<file path="config.mk">
export PLATFORM = sky130hd
export DESIGN_NAME = sdram_log_writer
export DESIGN_NICKNAME = d
export VERILOG_FILES = /design/src/rtl/sdram_log_pkg.sv /design/src/rtl/sdram_log_fifo.sv /design/src/rtl/sdram_log_writer.sv
export SDC_FILE = /design/constraint.sdc
export NUM_CORES = 1
export LEC_CHECK = 0
export CAP_MARGIN = 5
export CELL_PAD_IN_SITES_DETAIL_PLACEMENT = 2
export CELL_PAD_IN_SITES_GLOBAL_PLACEMENT = 2
export CORE_ASPECT_RATIO = 1.25
export CORE_MARGIN = 4
export CORE_UTILIZATION = 39
export DETAILED_ROUTE_END_ITERATION = 10
export HOLD_SLACK_MARGIN = 0.15
export PLACE_DENSITY = 0.86
export SYNTH_ARGS = -nofsm -noshare
export SYNTH_HDL_FRONTEND = slang
export SYNTH_SLANG_ARGS = --single-unit
</file>
<file path="constraint.sdc">
create_clock -name CLK_48MHZ -period 4.55 [get_ports CLK_48MHZ]
set_clock_uncertainty 0.05 [all_clocks]
set_input_delay 0.91 -clock CLK_48MHZ [delete_from_list [all_inputs] [get_ports CLK_48MHZ]]
set_output_delay 0.91 -clock CLK_48MHZ [all_outputs]
set_load 0.02 [all_outputs]
</file>
<file path="src/rtl/sdram_log_pkg.sv">
// rtl/sdram_log_pkg.sv - shared commands, record layout, FSM states and address split for the sample logger
package sdram_log_pkg;

  localparam logic [1:0] CMD_IDLE    = 2'b00;
  localparam logic [1:0] CMD_READ    = 2'b01;
  localparam logic [1:0] CMD_WRITE   = 2'b10;
  localparam logic [1:0] CMD_REFRESH = 2'b11;

  localparam int RECORD_WORDS = 3;
  localparam logic [7:0] HDR_MARK = 8'hA5;

  localparam int BANK_W   = 2;
  localparam int ROW_W    = 13;
  localparam int COL_W    = 9;
  localparam int ADDR_W   = BANK_W + ROW_W + COL_W;
  localparam int TS_W     = 24;
  localparam int SAMPLE_W = 16;
  localparam int ENTRY_W  = TS_W + SAMPLE_W;

  typedef enum logic [1:0] {
    ST_IDLE  = 2'd0,
    ST_LOAD  = 2'd1,
    ST_ISSUE = 2'd2,
    ST_WAIT  = 2'd3
  } state_t;

  typedef struct packed {
    logic [BANK_W-1:0] bank;
    logic [ROW_W-1:0]  row;
    logic [COL_W-1:0]  col;
  } sdram_addr_t;

  function automatic sdram_addr_t split_addr(input logic [ADDR_W-1:0] a);
    sdram_addr_t r;
    r.bank = a[23:22];
    r.row  = a[21:9];
    r.col  = a[8:0];
    return r;
  endfunction

  // entry layout is {timestamp, sample}
  function automatic logic [SAMPLE_W-1:0] record_word(input logic [1:0] idx,
                                                       input logic [ENTRY_W-1:0] entry);
    case (idx)
      2'd0:    return {HDR_MARK, entry[39:32]};
      2'd1:    return entry[31:16];
      default: return entry[15:0];
    endcase
  endfunction

endpackage

</file>
<file path="src/rtl/sdram_log_fifo.sv">
// rtl/sdram_log_fifo.sv - synchronous sample FIFO, DEPTH (power of two) entries with full/empty/count
module sdram_log_fifo #(
  parameter  int DEPTH = 4,
  parameter  int WIDTH = 40,
  localparam int AW    = $clog2(DEPTH),
  localparam int CW    = $clog2(DEPTH + 1)
) (
  input  logic             clk,
  input  logic             reset,
  input  logic             push,
  input  logic [WIDTH-1:0] push_data,
  input  logic             pop,
  output logic [WIDTH-1:0] pop_data,
  output logic             full,
  output logic             empty,
  output logic [CW-1:0]    count
);

  logic [WIDTH-1:0] mem [DEPTH];
  logic [AW-1:0]    wr_ptr_q, wr_ptr_d, rd_ptr_q, rd_ptr_d;
  logic [CW-1:0]    count_q, count_d;
  logic             push_ok, pop_ok;

  assign full     = (count_q == CW'(DEPTH));
  assign empty    = (count_q == '0);
  assign count    = count_q;
  assign pop_data = mem[rd_ptr_q];
  assign push_ok  = push && !full;
  assign pop_ok   = pop && !empty;

  always_comb begin
    wr_ptr_d = wr_ptr_q;
    rd_ptr_d = rd_ptr_q;
    count_d  = count_q;
    if (push_ok) wr_ptr_d = wr_ptr_q + 1'b1;
    if (pop_ok)  rd_ptr_d = rd_ptr_q + 1'b1;
    case ({push_ok, pop_ok})
      2'b10:   count_d = count_q + 1'b1;
      2'b01:   count_d = count_q - 1'b1;
      default: count_d = count_q;
    endcase
  end

  always_ff @(posedge clk) begin
    if (reset) begin
      wr_ptr_q <= '0;
      rd_ptr_q <= '0;
      count_q  <= '0;
    end else begin
      wr_ptr_q <= wr_ptr_d;
      rd_ptr_q <= rd_ptr_d;
      count_q  <= count_d;
    end
  end

  always_ff @(posedge clk) begin
    if (push_ok) mem[wr_ptr_q] <= push_data;
  end

endmodule

</file>
<file path="src/rtl/sdram_log_writer.sv">
// rtl/sdram_log_writer.sv - timestamped sample logger feeding sdram_interface; SDRAM_LOG_WRAP_EN wraps at END_ADDR
module sdram_log_writer
  import sdram_log_pkg::*;
#(
  parameter int              FIFO_DEPTH     = 4,
  parameter logic [23:0]     END_ADDR       = 24'hFFFFFF,
  parameter int              TIMEOUT_CYCLES = 4800
) (
  input  logic        CLK_48MHZ,
  input  logic        RESET,
  input  logic [23:0] TIMESTAMP,
  input  logic [15:0] SAMPLE_IN,
  input  logic        SAMPLE_VALID,
  output logic        SAMPLE_READY,
  input  logic        STATUS,
  output logic [1:0]  A_IN_BANK,
  output logic [12:0] A_IN_ROW,
  output logic [8:0]  A_IN_COL,
  output logic [15:0] D_IN,
  output logic [1:0]  CMD_IN,
  output logic [23:0] WR_PTR,
  output logic        OVERFLOW,
  output logic        MEM_FULL,
  output logic        TIMEOUT_ERR
);

  localparam int TW = $clog2(TIMEOUT_CYCLES + 1);
  localparam int CW = $clog2(FIFO_DEPTH + 1);

  logic [ENTRY_W-1:0] fifo_data;
  logic               fifo_full, fifo_empty, fifo_pop;
  logic [CW-1:0]      fifo_count;

  state_t             state_q, state_d;
  logic [1:0]         idx_q, idx_d;
  logic [ENTRY_W-1:0] rec_q, rec_d;
  logic [ADDR_W-1:0]  base_q, base_d, wr_ptr_q, wr_ptr_d;
  logic [TW-1:0]      tmo_q, tmo_d;
  logic [1:0]         cmd_q, cmd_d;
  sdram_addr_t        addr_q, addr_d;
  logic [15:0]        data_q, data_d;
  logic               ovf_q, ovf_d, mem_full_q, mem_full_d, tmo_err_q, tmo_err_d;
  logic               room, tmo_hit;

  sdram_log_fifo #(.DEPTH(FIFO_DEPTH), .WIDTH(ENTRY_W)) u_fifo (
    .clk       (CLK_48MHZ),
    .reset     (RESET),
    .push      (SAMPLE_VALID),
    .push_data ({TIMESTAMP, SAMPLE_IN}),
    .pop       (fifo_pop),
    .pop_data  (fifo_data),
    .full      (fifo_full),
    .empty     (fifo_empty),
    .count     (fifo_count)
  );

  assign room    = ({1'b0, wr_ptr_q} + 25'd2) <= {1'b0, END_ADDR};
  assign tmo_hit = (tmo_q == TW'(TIMEOUT_CYCLES - 1));

  always_comb begin
    state_d    = state_q;
    idx_d      = idx_q;
    rec_d      = rec_q;
    base_d     = base_q;
    wr_ptr_d   = wr_ptr_q;
    addr_d     = addr_q;
    data_d     = data_q;
    ovf_d      = ovf_q;
    mem_full_d = mem_full_q;
    tmo_err_d  = tmo_err_q;
    fifo_pop   = 1'b0;

    if (SAMPLE_VALID && fifo_full) ovf_d = 1'b1;

    case (state_q)
      ST_IDLE: begin
        if (!fifo_empty) begin
          if (mem_full_q) begin
            fifo_pop = 1'b1;
            ovf_d    = 1'b1;
          end else if (!room) begin
`ifdef SDRAM_LOG_WRAP_EN
            wr_ptr_d = '0;
`else
            mem_full_d = 1'b1;
            fifo_pop   = 1'b1;
            ovf_d      = 1'b1;
`endif
          end else if (!STATUS) begin
            state_d = ST_LOAD;
          end
        end
      end
      ST_LOAD: begin
        fifo_pop = 1'b1;
        rec_d    = fifo_data;
        idx_d    = 2'd0;
        base_d   = wr_ptr_q;
        state_d  = ST_ISSUE;
      end
      ST_ISSUE: begin
        if (STATUS) begin
          state_d = ST_WAIT;
        end else if (tmo_hit) begin
          tmo_err_d = 1'b1;
          wr_ptr_d  = base_q + ADDR_W'(RECORD_WORDS);
          state_d   = ST_IDLE;
        end
      end
      ST_WAIT: begin
        if (!STATUS) begin
          wr_ptr_d = wr_ptr_q + 1'b1;
          if (idx_q < 2'(RECORD_WORDS - 1)) begin
            idx_d   = idx_q + 1'b1;
            state_d = ST_ISSUE;
          end else begin
            state_d = ST_IDLE;
          end
        end else if (tmo_hit) begin
          tmo_err_d = 1'b1;
          wr_ptr_d  = base_q + ADDR_W'(RECORD_WORDS);
          state_d   = ST_IDLE;
        end
      end
      default: state_d = ST_IDLE;
    endcase

    // the watchdog restarts whenever a state is (re)entered, including WAIT -> ISSUE
    if (state_d != state_q || (state_q != ST_ISSUE && state_q != ST_WAIT)) tmo_d = '0;
    else                                                               tmo_d = tmo_q + 1'b1;

    // outputs are registered, so they are loaded from next-state values to appear in the ISSUE cycle
    cmd_d = (state_d == ST_ISSUE) ? CMD_WRITE : CMD_IDLE;
    if (state_d == ST_ISSUE) begin
      addr_d = split_addr(wr_ptr_d);
      data_d = record_word(idx_d, rec_d);
    end
  end

  always_ff @(posedge CLK_48MHZ) begin
    if (RESET) begin
      state_q    <= ST_IDLE;
      idx_q      <= '0;
      rec_q      <= '0;
      base_q     <= '0;
      wr_ptr_q   <= '0;
      tmo_q      <= '0;
      cmd_q      <= CMD_IDLE;
      addr_q     <= '0;
      data_q     <= '0;
      ovf_q      <= 1'b0;
      mem_full_q <= 1'b0;
      tmo_err_q  <= 1'b0;
    end else begin
      state_q    <= state_d;
      idx_q      <= idx_d;
      rec_q      <= rec_d;
      base_q     <= base_d;
      wr_ptr_q   <= wr_ptr_d;
      tmo_q      <= tmo_d;
      cmd_q      <= cmd_d;
      addr_q     <= addr_d;
      data_q     <= data_d;
      ovf_q      <= ovf_d;
      mem_full_q <= mem_full_d;
      tmo_err_q  <= tmo_err_d;
    end
  end

  assign SAMPLE_READY = (fifo_count < CW'(FIFO_DEPTH));
  assign A_IN_BANK    = addr_q.bank;
  assign A_IN_ROW     = addr_q.row;
  assign A_IN_COL     = addr_q.col;
  assign D_IN         = data_q;
  assign CMD_IN       = cmd_q;
  assign WR_PTR       = wr_ptr_q;
  assign OVERFLOW     = ovf_q;
  assign MEM_FULL     = mem_full_q;
  assign TIMEOUT_ERR  = tmo_err_q;

endmodule

</file>
==> run summary <==
status -> finished clean
period utilization -> 0.871
Max rail drop VDD -> 0.000374 V
Final min period -> 3.96 ns
final setup fails -> 0
Crit. End Element -> register
global-route wire length before repair -> 69300 µm
CP max stage cell -> dfxtp_1
area share of the largest cell type after synthesis -> 0.349
Power Density -> 565 mW/mm²
largest buffer count on any clock path -> 3
CTS tree -> built
# DRC -> 0
Largest stage delay, worst path -> 0.55 ns
# IOs -> 114
sequential share of the synthesized area -> 0.578
max_cap viols -> 0
CP bufs+invs -> 1
DR iter-0 viols -> 649
Largest delay share family, worst path -> simple AND/OR/NAND/NOR gates
first-pass detailed-route iteration total -> 6
Die ar. -> 0.0384 mm²
RSZ-0062 raised after global routing -> no
warnings from Yosys -> 0
area leader, netlist -> edfxtp_1
Achievable Freq -> 0.252 GHz
drt wl/cell -> 24.8 µm
diodes inserted -> 0
Pwr Total -> 9360 µW
dpl hpwl -> 30800 µm
row cnt -> 76
Total Wirelength -> 44700 µm
Synth Flop Type -> edfxtp_1
Placement Cell Area -> 0.0154 mm²
Final ANT Viol Nets -> 0
static leakage -> 0.00540 µW
nets -> 1364
Yosys reg bits -> 318
DIE WIDTH -> 176 µm
IO Port Bufs -> 112
largest net degree at the start of global routing -> 65
Mapped Nets -> 1260
Avg Synthesized Cell Area -> 11.5 µm²
Fillers -> 3431
post-CTS sizing -> 0
total congestion overflow -> 0
instance count on the critical path -> 12
R2R depth -> 12
max_slew headroom -> 0.183
Setup TNS Final -> 0 ns
post-layout instance area -> 0.0166 mm²
CTS buffer count -> 36
final cell count without fillers -> 1802
Worst Tran Pin Value -> 1.22 ns
Total Routing Usage GR -> 0.232
CP max FO -> 10
distinct cell type count after synthesis -> 81
Max Slew Vio Count -> 0
ys async rst share -> 0
dpl cells -> 1737
Hold Buf Count CTS -> 0
chip height -> 218 µm
CP Class -> register to register
min-delay worst type -> register to register
CTS Sinks -> 318
synthesized instance count -> 1203
vias in the first global route -> 11400
WP data required -> 4.95 ns
via count -> 10300
routed vias/inst -> 5.70
Hold Path Cell Cnt -> 2
gpl congestion -> 0.863
Initial Utilization -> 0.397
clk slew on worst S/H paths -> 0.06 ns
final hold violation count -> 0
Synth area leaders -> edfxtp_1, dfxtp_1, mux4_2, nor2_1, mux2i_1
core region area -> 0.0347 mm²
WHS -> 0.414 ns
area grow syn2layout -> 20.3%
CP Cell Sequence -> nand4_2, or3_4, or4_4, a2111oi_2, nand3_2, o31ai_4, ha_1, inv_1, fa_1, xor2_1, or3_1, a21oi_1
layout cells sized above 1 -> 0.116
Clk Latency, worst-skew pair -> 0.53 ns
htree depth -> 2
postcts setup bufs -> 0
number of flops mapped to enable cells by yosys -> 160
mapped cell area -> 0.0138 mm²
Setup crit start kind -> register
CP arrival -> 4.36 ns
CTS root buffer -> clkbuf_16
initial antenna violation count -> 0
## stage by stage
step                worst slack, ns   util
detailed placement            0.616  0.443
finish                        0.589  0.477
global placement              0.729  0.443
CTS                           0.602  0.477
global route                  0.399  0.477
floorplan                     0.902      -
## flip-flops by register name (all words and copies together) (netlist names), named ones only
| signal | cells |
|---|---|
| u_fifo.mem | 160 |
| rec_q | 40 |
| WR_PTR | 24 |
| base_q | 24 |
| D_IN | 16 |
| A_IN_ROW | 13 |
| tmo_q | 13 |
| A_IN_COL | 9 |
| u_fifo.count | 3 |
| A_IN_BANK | 2 |
| idx_q | 2 |
| state_q | 2 |
| u_fifo.rd_ptr_q | 2 |
| u_fifo.wr_ptr_q | 2 |
| CMD_IN | 1 |
| MEM_FULL | 1 |
| OVERFLOW | 1 |
| TIMEOUT_ERR | 1 |
## where the power goes
part | internal (µW) | switching (µW) | total (µW)
clock | 1760 | 1170 | 2930
sequential | 3400 | 301 | 3700
combinational | 1050 | 1680 | 2730
total | 6210 | 3150 | 9360
## cell usage in the layout, fill, tap and decap left out, types with 5 or more instances in the layout
cell / count
nor2_1: 142
ha_1: 12
o21ai_0: 39
clkbuf_1: 10
and4_1: 7
clkinv_2: 5
edfxtp_1: 160
and3_1: 8
o221ai_1: 6
xor2_1: 25
clkdlybuf4s50_1: 111
dfxtp_1: 156
nand2_1: 115
nand4_1: 17
nor2b_1: 6
a21oi_1: 72
a221oi_1: 5
clkbuf_16: 36
a211oi_1: 9
o31ai_1: 9
a31oi_1: 14
xnor2_1: 11
o21ai_1: 15
nand3_1: 34
mux2i_1: 52
o211ai_1: 8
buf_4: 33
nor3_1: 27
nor4_1: 6
o22ai_1: 10
nand2b_1: 6
inv_1: 24
mux4_2: 40
## path summary, 6_finish.rpt
check / start / to / slack, ns
worst max register to register: WR_PTR[9] / u_fifo.count[2] / 0.59
worst min-delay path: A_IN_COL[2] / A_IN_COL[2] / 0.41
worst max-delay path: WR_PTR[9] / u_fifo.count[2] / 0.59
worst min register to register: A_IN_COL[2] / A_IN_COL[2] / 0.41
## synth_stat cells (7+ instances only)
| cell | number |
|---|---|
| o211ai_1 | 8 |
| nand4_1 | 17 |
| nor2_1 | 143 |
| o21ai_0 | 39 |
| mux4_2 | 40 |
| o21ai_1 | 15 |
| xnor2_1 | 11 |
| buf_1 | 9 |
| ha_1 | 12 |
| a21oi_1 | 72 |
| mux2i_1 | 52 |
| clkbuf_1 | 49 |
| and2_1 | 8 |
| a31oi_1 | 14 |
| edfxtp_1 | 160 |
| nand2_1 | 115 |
| dfxtp_1 | 158 |
| o31ai_1 | 9 |
| and4_1 | 7 |
| nand3_1 | 34 |
| and3_1 | 8 |
| xor2_1 | 25 |
| o22ai_1 | 10 |
| inv_1 | 24 |
| nor3_1 | 27 |
| buf_2 | 9 |
| a211oi_1 | 9 |
## per-layer routing
metal,global-route usage,share of wire
met1,0.268,0.39
met2,0.437,0.54
met3,0.0369,0.040
met4,0.0736,0.032
met5,0,0
## cell families after synthesis
family,after synthesis,synth area share
other,1,0.000272
multiplexers,94,0.105
adder cells (fa/ha/maj),13,0.0124
buffers and inverters,103,0.0338
XOR/XNOR,36,0.0229
AND/OR/NAND/NOR,401,0.136
flip-flops,318,0.578
AO/OA/AOI/OAI,237,0.112
## final cells by class
type | instances | area, µm² | share of cell area
well taps | 468 | 586 | 0.0353
clock inverters | 15 | 193 | 0.0116
repair buffers | 145 | 1380 | 0.0832
flip-flops and latches | 318 | 7970 | 0.481
multi-input cells | 782 | 5360 | 0.323
clock buffers | 50 | 993 | 0.0600
inverters | 24 | 90.1 | 0.00544
## worst register-to-register path, stage by stage (launching register included)
cell       delay, ns
dfxtp_1         0.55
nand4_2         0.25
or3_4           0.41
or4_4           0.49
a2111oi_2       0.55
nand3_2         0.17
o31ai_4         0.12
ha_1            0.24
inv_1           0.07
fa_1            0.37
xor2_1          0.17
or3_1           0.31
a21oi_1         0.14
Power figures use the tool's default switching activity.
